--- config.mk ---
export PLATFORM = sky130hd
export DESIGN_NAME = wrr_session_arbiter
export DESIGN_NICKNAME = d
export VERILOG_FILES = /design/src/rtl/rr_arb_pkg.sv /design/src/rtl/rr_priority_picker.sv /design/src/rtl/wrr_session_arbiter.sv
export SDC_FILE = /design/constraint.sdc
export NUM_CORES = 1
export LEC_CHECK = 0
export CAP_MARGIN = 20
export CORE_UTILIZATION = 55
export CTS_CLUSTER_SIZE = 20
export DETAILED_ROUTE_END_ITERATION = 10
export DONT_BUFFER_PORTS = 1
export PLACE_DENSITY = 0.77
export RECOVER_POWER = 50
export SLEW_MARGIN = 10
export SYNTH_ARGS = -nofsm -noshare
export SYNTH_HDL_FRONTEND = slang
export SYNTH_SLANG_ARGS = --single-unit
--- constraint.sdc ---
create_clock -name clk -period 2.4 [get_ports clk]
set_input_delay 0.24 -clock clk [delete_from_list [all_inputs] [get_ports clk]]
set_output_delay 0.24 -clock clk [all_outputs]
set_load 0.03 [all_outputs]
--- src/rtl/rr_arb_pkg.sv ---
// Shared types and default sizing for the weighted session arbiter.
package rr_arb_pkg;

  localparam int RR_N_REQ_DEFAULT    = 4;
  localparam int RR_WEIGHT_W_DEFAULT = 3;

  typedef enum logic {
    IDLE = 1'b0,
    OWN  = 1'b1
  } arb_state_e;

endpackage

--- src/rtl/rr_priority_picker.sv ---
// Rotating first-one finder: lowest set bit of req_masked at or above ptr, wrapping.
// Latency: combinational. Backpressure: none, pure function of its inputs.
module rr_priority_picker #(
  parameter int N_REQ = rr_arb_pkg::RR_N_REQ_DEFAULT
) (
  input  logic [N_REQ-1:0]         req_masked,
  input  logic [$clog2(N_REQ)-1:0] ptr,
  output logic                     found,
  output logic [$clog2(N_REQ)-1:0] idx
);

  localparam int IDX_W = $clog2(N_REQ);
  localparam logic [IDX_W:0] N_WIDE = (IDX_W+1)'(N_REQ);

  logic [2*N_REQ-1:0] doubled;
  logic [N_REQ-1:0]   rotated;
  logic [IDX_W:0]     offset;
  logic [IDX_W:0]     sum;

  // Rotating the doubled vector puts ptr at bit 0, so a plain lowest-set-bit search suffices.
  assign doubled = {req_masked, req_masked};
  assign rotated = doubled[ptr +: N_REQ];

  always_comb begin
    found  = 1'b0;
    offset = '0;
    for (int k = N_REQ - 1; k >= 0; k--) begin
      if (rotated[k]) begin
        found  = 1'b1;
        offset = (IDX_W+1)'(k);
      end
    end
    sum = {1'b0, ptr} + offset;
    if (sum >= N_WIDE) begin
      sum = sum - N_WIDE;
    end
    idx = sum[IDX_W-1:0];
  end

endmodule

--- src/rtl/wrr_session_arbiter.sv ---
// Weighted round-robin arbiter granting whole sessions; owner keeps grant for up to weight sessions.
// Latency: grant 1 cycle after req seen idle, no bubble between owners. Backpressure: owner holds until finish/abandon.
module wrr_session_arbiter
  import rr_arb_pkg::*;
#(
  parameter int N_REQ    = RR_N_REQ_DEFAULT,
  parameter int WEIGHT_W = RR_WEIGHT_W_DEFAULT
) (
  input  logic                      clk,
  input  logic                      rst,
  input  logic [N_REQ-1:0]          req,
  input  logic [N_REQ*WEIGHT_W-1:0] weight,
  input  logic                      session_is_finished,
  output logic [N_REQ-1:0]          grant,
  output logic [$clog2(N_REQ)-1:0]  grant_id,
  output logic                      busy
);

  localparam int IDX_W = $clog2(N_REQ);

  arb_state_e          state_q, state_d;
  logic [N_REQ-1:0]    grant_q, grant_d;
  logic [IDX_W-1:0]    grant_id_q, grant_id_d;
  logic                busy_q, busy_d;
  logic [IDX_W-1:0]    rotate_ptr_q, rotate_ptr_d;
  logic [WEIGHT_W-1:0] credit_q, credit_d;

  logic [WEIGHT_W-1:0] weight_arr [N_REQ];
  logic [WEIGHT_W-1:0] owner_weight;
  logic [WEIGHT_W:0]   eff_weight;
  logic [WEIGHT_W:0]   credit_next;
  logic                owner_req;
  logic                abandon;
  logic                finish;
  logic                session_more;
  logic                release_evt;
  logic [IDX_W-1:0]    ptr_after_owner;

  logic [N_REQ-1:0]    pick_req;
  logic [IDX_W-1:0]    pick_ptr;
  logic                pick_found;
  logic [IDX_W-1:0]    pick_idx;
  logic [N_REQ-1:0]    pick_onehot;

  for (genvar i = 0; i < N_REQ; i++) begin : g_weight
    assign weight_arr[i] = weight[i*WEIGHT_W +: WEIGHT_W];
  end

  // Weight is read live at each finish, so a mid-session change applies at the next comparison.
  assign owner_weight = weight_arr[grant_id_q];
  assign eff_weight   = (owner_weight == '0) ? (WEIGHT_W+1)'(1) : {1'b0, owner_weight};
  assign credit_next  = {1'b0, credit_q} + (WEIGHT_W+1)'(1);
  assign session_more = credit_next < eff_weight;

  assign owner_req   = req[grant_id_q];
  assign abandon     = (state_q == OWN) && !owner_req;
  assign finish      = (state_q == OWN) && owner_req && session_is_finished;
  assign release_evt = abandon || (finish && !session_more);

  assign ptr_after_owner = (grant_id_q == IDX_W'(N_REQ - 1)) ? '0 : grant_id_q + 1'b1;

  // One picker serves both the idle search and the release-time handover.
  assign pick_req    = (state_q == OWN) ? (req & ~grant_q) : req;
  assign pick_ptr    = (state_q == OWN) ? ptr_after_owner : rotate_ptr_q;
  assign pick_onehot = N_REQ'(1) << pick_idx;

  rr_priority_picker #(
    .N_REQ (N_REQ)
  ) u_picker (
    .req_masked (pick_req),
    .ptr        (pick_ptr),
    .found      (pick_found),
    .idx        (pick_idx)
  );

  always_comb begin
    state_d      = state_q;
    grant_d      = grant_q;
    grant_id_d   = grant_id_q;
    busy_d       = busy_q;
    rotate_ptr_d = rotate_ptr_q;
    credit_d     = credit_q;
    unique case (state_q)
      IDLE: begin
        if (pick_found) begin
          state_d    = OWN;
          grant_d    = pick_onehot;
          grant_id_d = pick_idx;
          busy_d     = 1'b1;
          credit_d   = '0;
        end
      end
      OWN: begin
        if (release_evt) begin
          rotate_ptr_d = ptr_after_owner;
          credit_d     = '0;
          if (pick_found) begin
            grant_d    = pick_onehot;
            grant_id_d = pick_idx;
          end else begin
            state_d    = IDLE;
            grant_d    = '0;
            grant_id_d = '0;
            busy_d     = 1'b0;
          end
        end else if (finish) begin
          credit_d = credit_next[WEIGHT_W-1:0];
        end
      end
    endcase
  end

  always_ff @(posedge clk) begin
    if (rst) begin
      state_q      <= IDLE;
      grant_q      <= '0;
      grant_id_q   <= '0;
      busy_q       <= 1'b0;
      rotate_ptr_q <= '0;
      credit_q     <= '0;
    end else begin
      state_q      <= state_d;
      grant_q      <= grant_d;
      grant_id_q   <= grant_id_d;
      busy_q       <= busy_d;
      rotate_ptr_q <= rotate_ptr_d;
      credit_q     <= credit_d;
    end
  end

  assign grant    = grant_q;
  assign grant_id = grant_id_q;
  assign busy     = busy_q;

endmodule

==> results of run 1 <==
==> Yosys cell counts (2+ instances only) <==
library cell  number
nand3b_1           2
o21ai_0            3
a21boi_0           3
a21oi_1           12
xor2_1             2
o21bai_1           2
o22ai_1            2
nor2_1             9
ha_1               6
nand2b_1           6
nor3_1             5
o32ai_1            5
nand2_1            9
mux2i_1            7
a31oi_1            2
buf_6              2
mux4_2             4
nand3_1            4
dfxtp_1           13
nor2b_1            2
a21bo_2            4
inv_1              9
xnor2_1            2
==> sequential cells by signal, summed over array words and instances, names as in the netlist <==
name	count
credit_q	3
busy	1
grant	4
rotate_ptr_q	2
state_q	1
grant_id	2
==> per-layer routing <==
metal  share of wire  global-route usage  wire (um)  up-vias
li1                -                   -          -      513
met1            0.44               0.340       1220      502
met2            0.50               0.442       1390       35
met3           0.050              0.0902        139        6
met4           0.015               0.126         43        0
met5               0                   0          0        -
==> worst register-to-register path: cells and delay by family (launching register included) <==
kind | cells | cell delay, ps
flops | 1 | 380
simple gates | 1 | 370
buf+inv | 2 | 200
mux | 1 | 510
compound gates | 4 | 540
fa+ha+maj | 1 | 250
==> area by class of cell <==
class,instances,share of cell area
tap,25,0.0235
multi-input combinational,101,0.614
inverter,9,0.0253
sequential,13,0.200
timing repair buffer,22,0.117
clock buffer,4,0.0197
==> cells in the final DEF, fill, tap and decap left out, drive strengths merged, types with 2 or more instances in the layout <==
master | netlist | final
a21oi | 12 | 12
clkbuf | 1 | 8
nor2 | 10 | 10
nand2b | 6 | 6
xor2 | 2 | 2
nor3 | 5 | 5
o22ai | 2 | 2
mux4 | 4 | 4
xnor2 | 2 | 2
dfxtp | 13 | 13
o21ai | 3 | 3
nand3 | 4 | 4
a21bo | 4 | 4
a21boi | 3 | 3
nor2b | 2 | 2
nand3b | 2 | 2
ha | 6 | 6
o32ai | 5 | 5
nand2 | 9 | 9
mux2i | 8 | 8
a31oi | 2 | 2
buf | 4 | 17
o21bai | 2 | 2
inv | 9 | 9
==> power groups by stage <==
stage	logic, uW	clock network (uW)	registers [uW]
2_1_floorplan	514	0	399
4_1_cts	845	143	336
5_1_grt	970	155	350
6_report	891	146	343
3_3_place_gp	768	0	336
3_5_place_dp	794	0	340
==> through the flow <==
stage | utilization | hold WS (ps) | instances
final | 0.740 | 4.13 | 174
after global routing | 0.740 | 2.79 | 174
after CTS | 0.719 | 10.1 | 172
after detailed placement | 0.685 | 314 | 165
after global placement | 0.685 | 312 | 165
after floorplan | - | 419 | 128
==> timing repair <==
action | 4_1_cts | 5_1_grt
buffers inserted | 3 | 1
endpoints found under the setup margin | 6 | 13
hold buffers | 0 | 1
endpoints found under the hold margin | 0 | 1
pin swaps | 3 | 1
gates resized for setup | 3 | 9
==> kinds of logic after synthesis <==
family	Yosys count
AO/OA/AOI/OAI	38
XOR/XNOR	4
adder cells (fa/ha/maj)	6
buffers and inverters	14
flip-flops	13
multiplexers	12
AND/OR/NAND/NOR	41
==> worst paths after layout <==
path                      end  slack [ps]  cells past startpoint
hold / removal    credit_q[1]           4                      1
hold reg to reg   credit_q[1]         490                      2
setup / recovery  grant_id[1]          30                      9
setup reg to reg  grant_id[1]          30                      9
==> impl_metrics.json, run 1 <==
{
  "status": "finished clean",
  "seq_power_share": 0.248,
  "total_power_uw": 1380,
  "fp.dieH_um": 46.7,
  "clk_pin_slew_ps": 90,
  "fp.dieArea_mm2": 0.00218,
  "internal-power_uw": 765,
  "multiInputGateArea_um2": 820,
  "grt_overflow": 0,
  "grt_pass1_vias": 1019,
  "grt_pass1_wl_mm": 4.23,
  "postRouteAntennaNets": 0,
  "cp-end-kind": "flop",
  "place.port_buffers": 0,
  "worst_slew_pin_slew_ps": 507,
  "synth_top_family_by_area": "compound AO/OA/AOI/OAI gates",
  "path_delay_family": "compound AO/OA/AOI/OAI gates",
  "cts_tree": "done",
  "crit_start": "grant_id[0]",
  "cp_cell_sequence": "buf_4 > mux4_2 > inv_1 > ha_1 > o21ai_2 > a21oi_2 > o31a_1 > or3b_1 > o41ai_2",
  "setup_tns_ps": 0,
  "grt_start_max_net_pins": 17,
  "fin_crit_sh": 0.987,
  "start_kind": "flop",
  "place_hpwl_mm": 2.01,
  "final.setup_skew_ps": 10.8,
  "synth-adder-area-share": 0.0684,
  "leakagePower_uw": 0.000566,
  "max_stage_delay_ps": 510,
  "vias": 1056,
  "place_ws_ps": -122,
  "fmax_mhz": 422,
  "finalSetupViolCount": 0,
  "hold_viol": 0,
  "yosysSeqAreaShare": 0.237,
  "hold_class": "input port to flop",
  "cts-buffers-inserted": 3,
  "clk_latency_ps": 290,
  "p_comb_frac": 0.646,
  "fillers": 149,
  "drt-total-wl_mm": 2.79,
  "drt_iter0_markers": 13,
  "worst_slack_ps": 30.8,
  "clockRootBuffer": "clkbuf_4",
  "die_w_um": 46.7,
  "antenna_found_initial": 0,
  "place_area_mm2": 0.00123,
  "ir_drop_mv": 0.900,
  "p_per_area_mw_per_mm2": 1030,
  "drive_gt1_frac": 0.275,
  "crit_fanout": 5,
  "cp_slowest_cell": "mux4_2",
  "antenna_cells": 0,
  "grt_setup_unrepaired": "yes",
  "seq_area_um2": 267,
  "synth_seq_cells": 13,
  "drt-vias-per-instance": 6.07,
  "pwr-share-clk": 0.106,
  "synth_compound_area_frac": 0.242,
  "synth_area_mm2": 0.00110,
  "start_util": 0.609,
  "wire_per_inst_um": 16.0,
  "nNetsFinal": 175,
  "rows": 15,
  "required_ps": 2590,
  "first_pass_iters": 4,
  "synth.area.mux_share": 0.166,
  "cap_violations": 0,
  "slew_headroom": 0.659,
  "hp-start": "rst",
  "synth_edf_count": 0,
  "ys_warn_count": 0,
  "io_pins": 26,
  "path_class": "flop to flop",
  "place_congestion": 0.803,
  "synth_top_area_cell": "dfxtp_1",
  "finalInstanceArea_mm2": 0.00133,
  "synth-xor-area-share": 0.0319,
  "clockBufferDepth": 2,
  "r2r-start": "grant_id[0]",
  "cts_sinks": 13,
  "ys_top_cells_by_area": "dfxtp_1 24%, mux4_2 8.2%, ha_1 6.8%, mux2i_1 6.4%, a21oi_1 5.5%",
  "synth_top_area_share": 0.237,
  "path_buf_inv": 2,
  "switching_share": 0.445,
  "synthSimpleGateAreaFrac": 0.188,
  "grt_util_all_layers": 0.278,
  "drcViolationCount": 0,
  "synthArstFlopShare": 0,
  "synth.avg_cell_area_um2": 8.57,
  "cts_htree_levels": 1,
  "switchingPower_uw": 615,
  "synth_top_flop_cell": "dfxtp_1",
  "core_mm2": 0.00180,
  "period_needed_ps": 2370,
  "cp_data_arrival_time_ps": 2560,
  "areaGrowthSynthToFinish_pct": 21.6,
  "maxSlewViolCount": 0,
  "syn-num-nets": 153,
  "netlist-cell-type-count": 36,
  "syn_inst": 128
}
Power figures use the tool's default switching activity.
==> inputs of run 2 (changes only) <==
--- a/config.mk
+++ b/config.mk
@@ -6,6 +6,7 @@
 export NUM_CORES = 1
 export LEC_CHECK = 0
 export CAP_MARGIN = 20
+export CORE_MARGIN = 8
 export CORE_UTILIZATION = 55
 export CTS_CLUSTER_SIZE = 20
 export DETAILED_ROUTE_END_ITERATION = 10
==> run 2 against run 1 <==
Global-route usage shrank 11 points. Clock skew down 8.6 ps. Fmax is 0.66% lower. First-iteration DRC count increased to 2.9 times the previous value. Combinational power up 13%. Sequential share of layout area down 1.1 points. Total power increased by 8.6%. Register-to-register slack worse by 20 ps. Cell count up 1.1%. Die area is 69% higher. Routed wire length grew 16%.
==> impl_metrics.json, run 2 (synthesis results as in run 1) <==
{
  "status": "finished clean",
  "seq_area_um2": 265,
  "grt_setup_unrepaired": "yes",
  "antenna_cells": 0,
  "cts_htree_levels": 1,
  "cts-buffers-inserted": 3,
  "grt_start_max_net_pins": 17,
  "clockBufferDepth": 2,
  "leakagePower_uw": 0.000572,
  "period_needed_ps": 2380,
  "clk_latency_ps": 280,
  "largest_reg_flops": 4,
  "clk_pin_slew_ps": 90,
  "drt_iter0_markers": 38,
  "mostFrequentLayoutCells": "16 x buf_4, 11 x a21oi_1, 11 x dfxtp_1, 9 x nor2_1, 9 x nand2_1",
  "fillers": 158,
  "crit_fanout": 6,
  "place.port_buffers": 0,
  "cts_tree": "done",
  "final.setup_skew_ps": 2.21,
  "first_pass_iters": 4,
  "hold_viol": 0,
  "grt_overflow": 0,
  "hold_class": "input port to flop",
  "fin_crit_sh": 0.994,
  "cts_sinks": 13,
  "start_kind": "flop",
  "fp.dieArea_mm2": 0.00368,
  "required_ps": 2550,
  "path_class": "flop to flop",
  "drive_gt1_frac": 0.336,
  "core_mm2": 0.00192,
  "fp.dieH_um": 60.7,
  "io_pins": 26,
  "final_common_cell": "buf_4",
  "clockRootBuffer": "clkbuf_4",
  "antenna_found_initial": 0,
  "grt_pass1_vias": 1045,
  "fmax_mhz": 419,
  "grt_util_all_layers": 0.171,
  "rows": 16,
  "drt-total-wl_mm": 3.24,
  "place_area_mm2": 0.00122,
  "vias": 1072,
  "cp_data_arrival_time_ps": 2530,
  "start_util": 0.571,
  "nNetsFinal": 175,
  "finalInstanceArea_mm2": 0.00141,
  "finalSetupViolCount": 0,
  "cap_violations": 0,
  "grt_pass1_wl_mm": 4.74,
  "p_per_area_mw_per_mm2": 1070,
  "place_congestion": 0.972,
  "total_power_uw": 1500,
  "cp-end-kind": "flop",
  "die_w_um": 60.7,
  "maxSlewViolCount": 0,
  "wire_per_inst_um": 18.4,
  "place_hpwl_mm": 2.28,
  "worst_slew_pin_slew_ps": 740,
  "ir_drop_mv": 0.825,
  "multiInputGateArea_um2": 890,
  "areaGrowthSynthToFinish_pct": 28.1,
  "slew_headroom": 0.503,
  "drcViolationCount": 0,
  "drt-vias-per-instance": 6.09,
  "postRouteAntennaNets": 0
}
run 2: per-layer routing:
layer,GRT usage,vias up,part of all wire
met5,0,-,0
met4,0.0598,0,0.017
met3,0.0530,8,0.095
met2,0.309,51,0.50
met1,0.181,501,0.39
li1,-,512,-
run 2: critical path: stages (launching register included):
cell,delay (ps)
dfxtp_4,380
mux4_2,520
inv_2,80
ha_4,190
nor2b_4,120
o21ai_2,170
a21oi_2,90
o31a_1,280
buf_6,150
nand3b_1,160
o32ai_2,110
run 2: worst paths after layout:
| check | cells past startpoint | from | endpoint | slack, ps |
|---|---|---|---|---|
| max | 10 | grant_id[0] | grant[3] | 20 |
| min | 1 | rst | credit_q[0] | 20 |
| max reg2reg | 10 | grant_id[0] | grant[3] | 20 |
| min reg2reg | 2 | credit_q[1] | credit_q[1] | 490 |
run 2: through the flow:
step,setup slack (ps),util,TNS (ps),hold slack (ps),std cells
after floorplan,-198,-,-580,419,128
after global placement,-55.3,0.635,-140,312,165
after detailed placement,-123,0.635,-556,316,165
after CTS,17.2,0.679,0,11.0,171
after global routing,-131,0.731,-428,-1.58,176
final,15.0,0.731,0,16.7,176
run 2: report_power, final:
group	switching, uW	internal, uW	leakage [uW]
clock	81.3	64.5	0.0000150
sequential	68.4	275	0.000108
combinational	536	474	0.000449
run 2: area by class of cell:
class	instances	area share
Multi-Input combinational cell	101	0.633
Clock buffer	4	0.0187
Tap cell	27	0.0240
Sequential cell	13	0.189
Timing Repair Buffer	22	0.111
Inverter	9	0.0240
run 2: repair_timing:
item	4_1_cts	5_1_grt
hold buffers	0	1
pin swaps	4	6
endpoints found under the setup margin	6	6
setup buffers	2	4
gates resized for setup	7	14
endpoints found under the hold margin	0	1
cloned	0	0
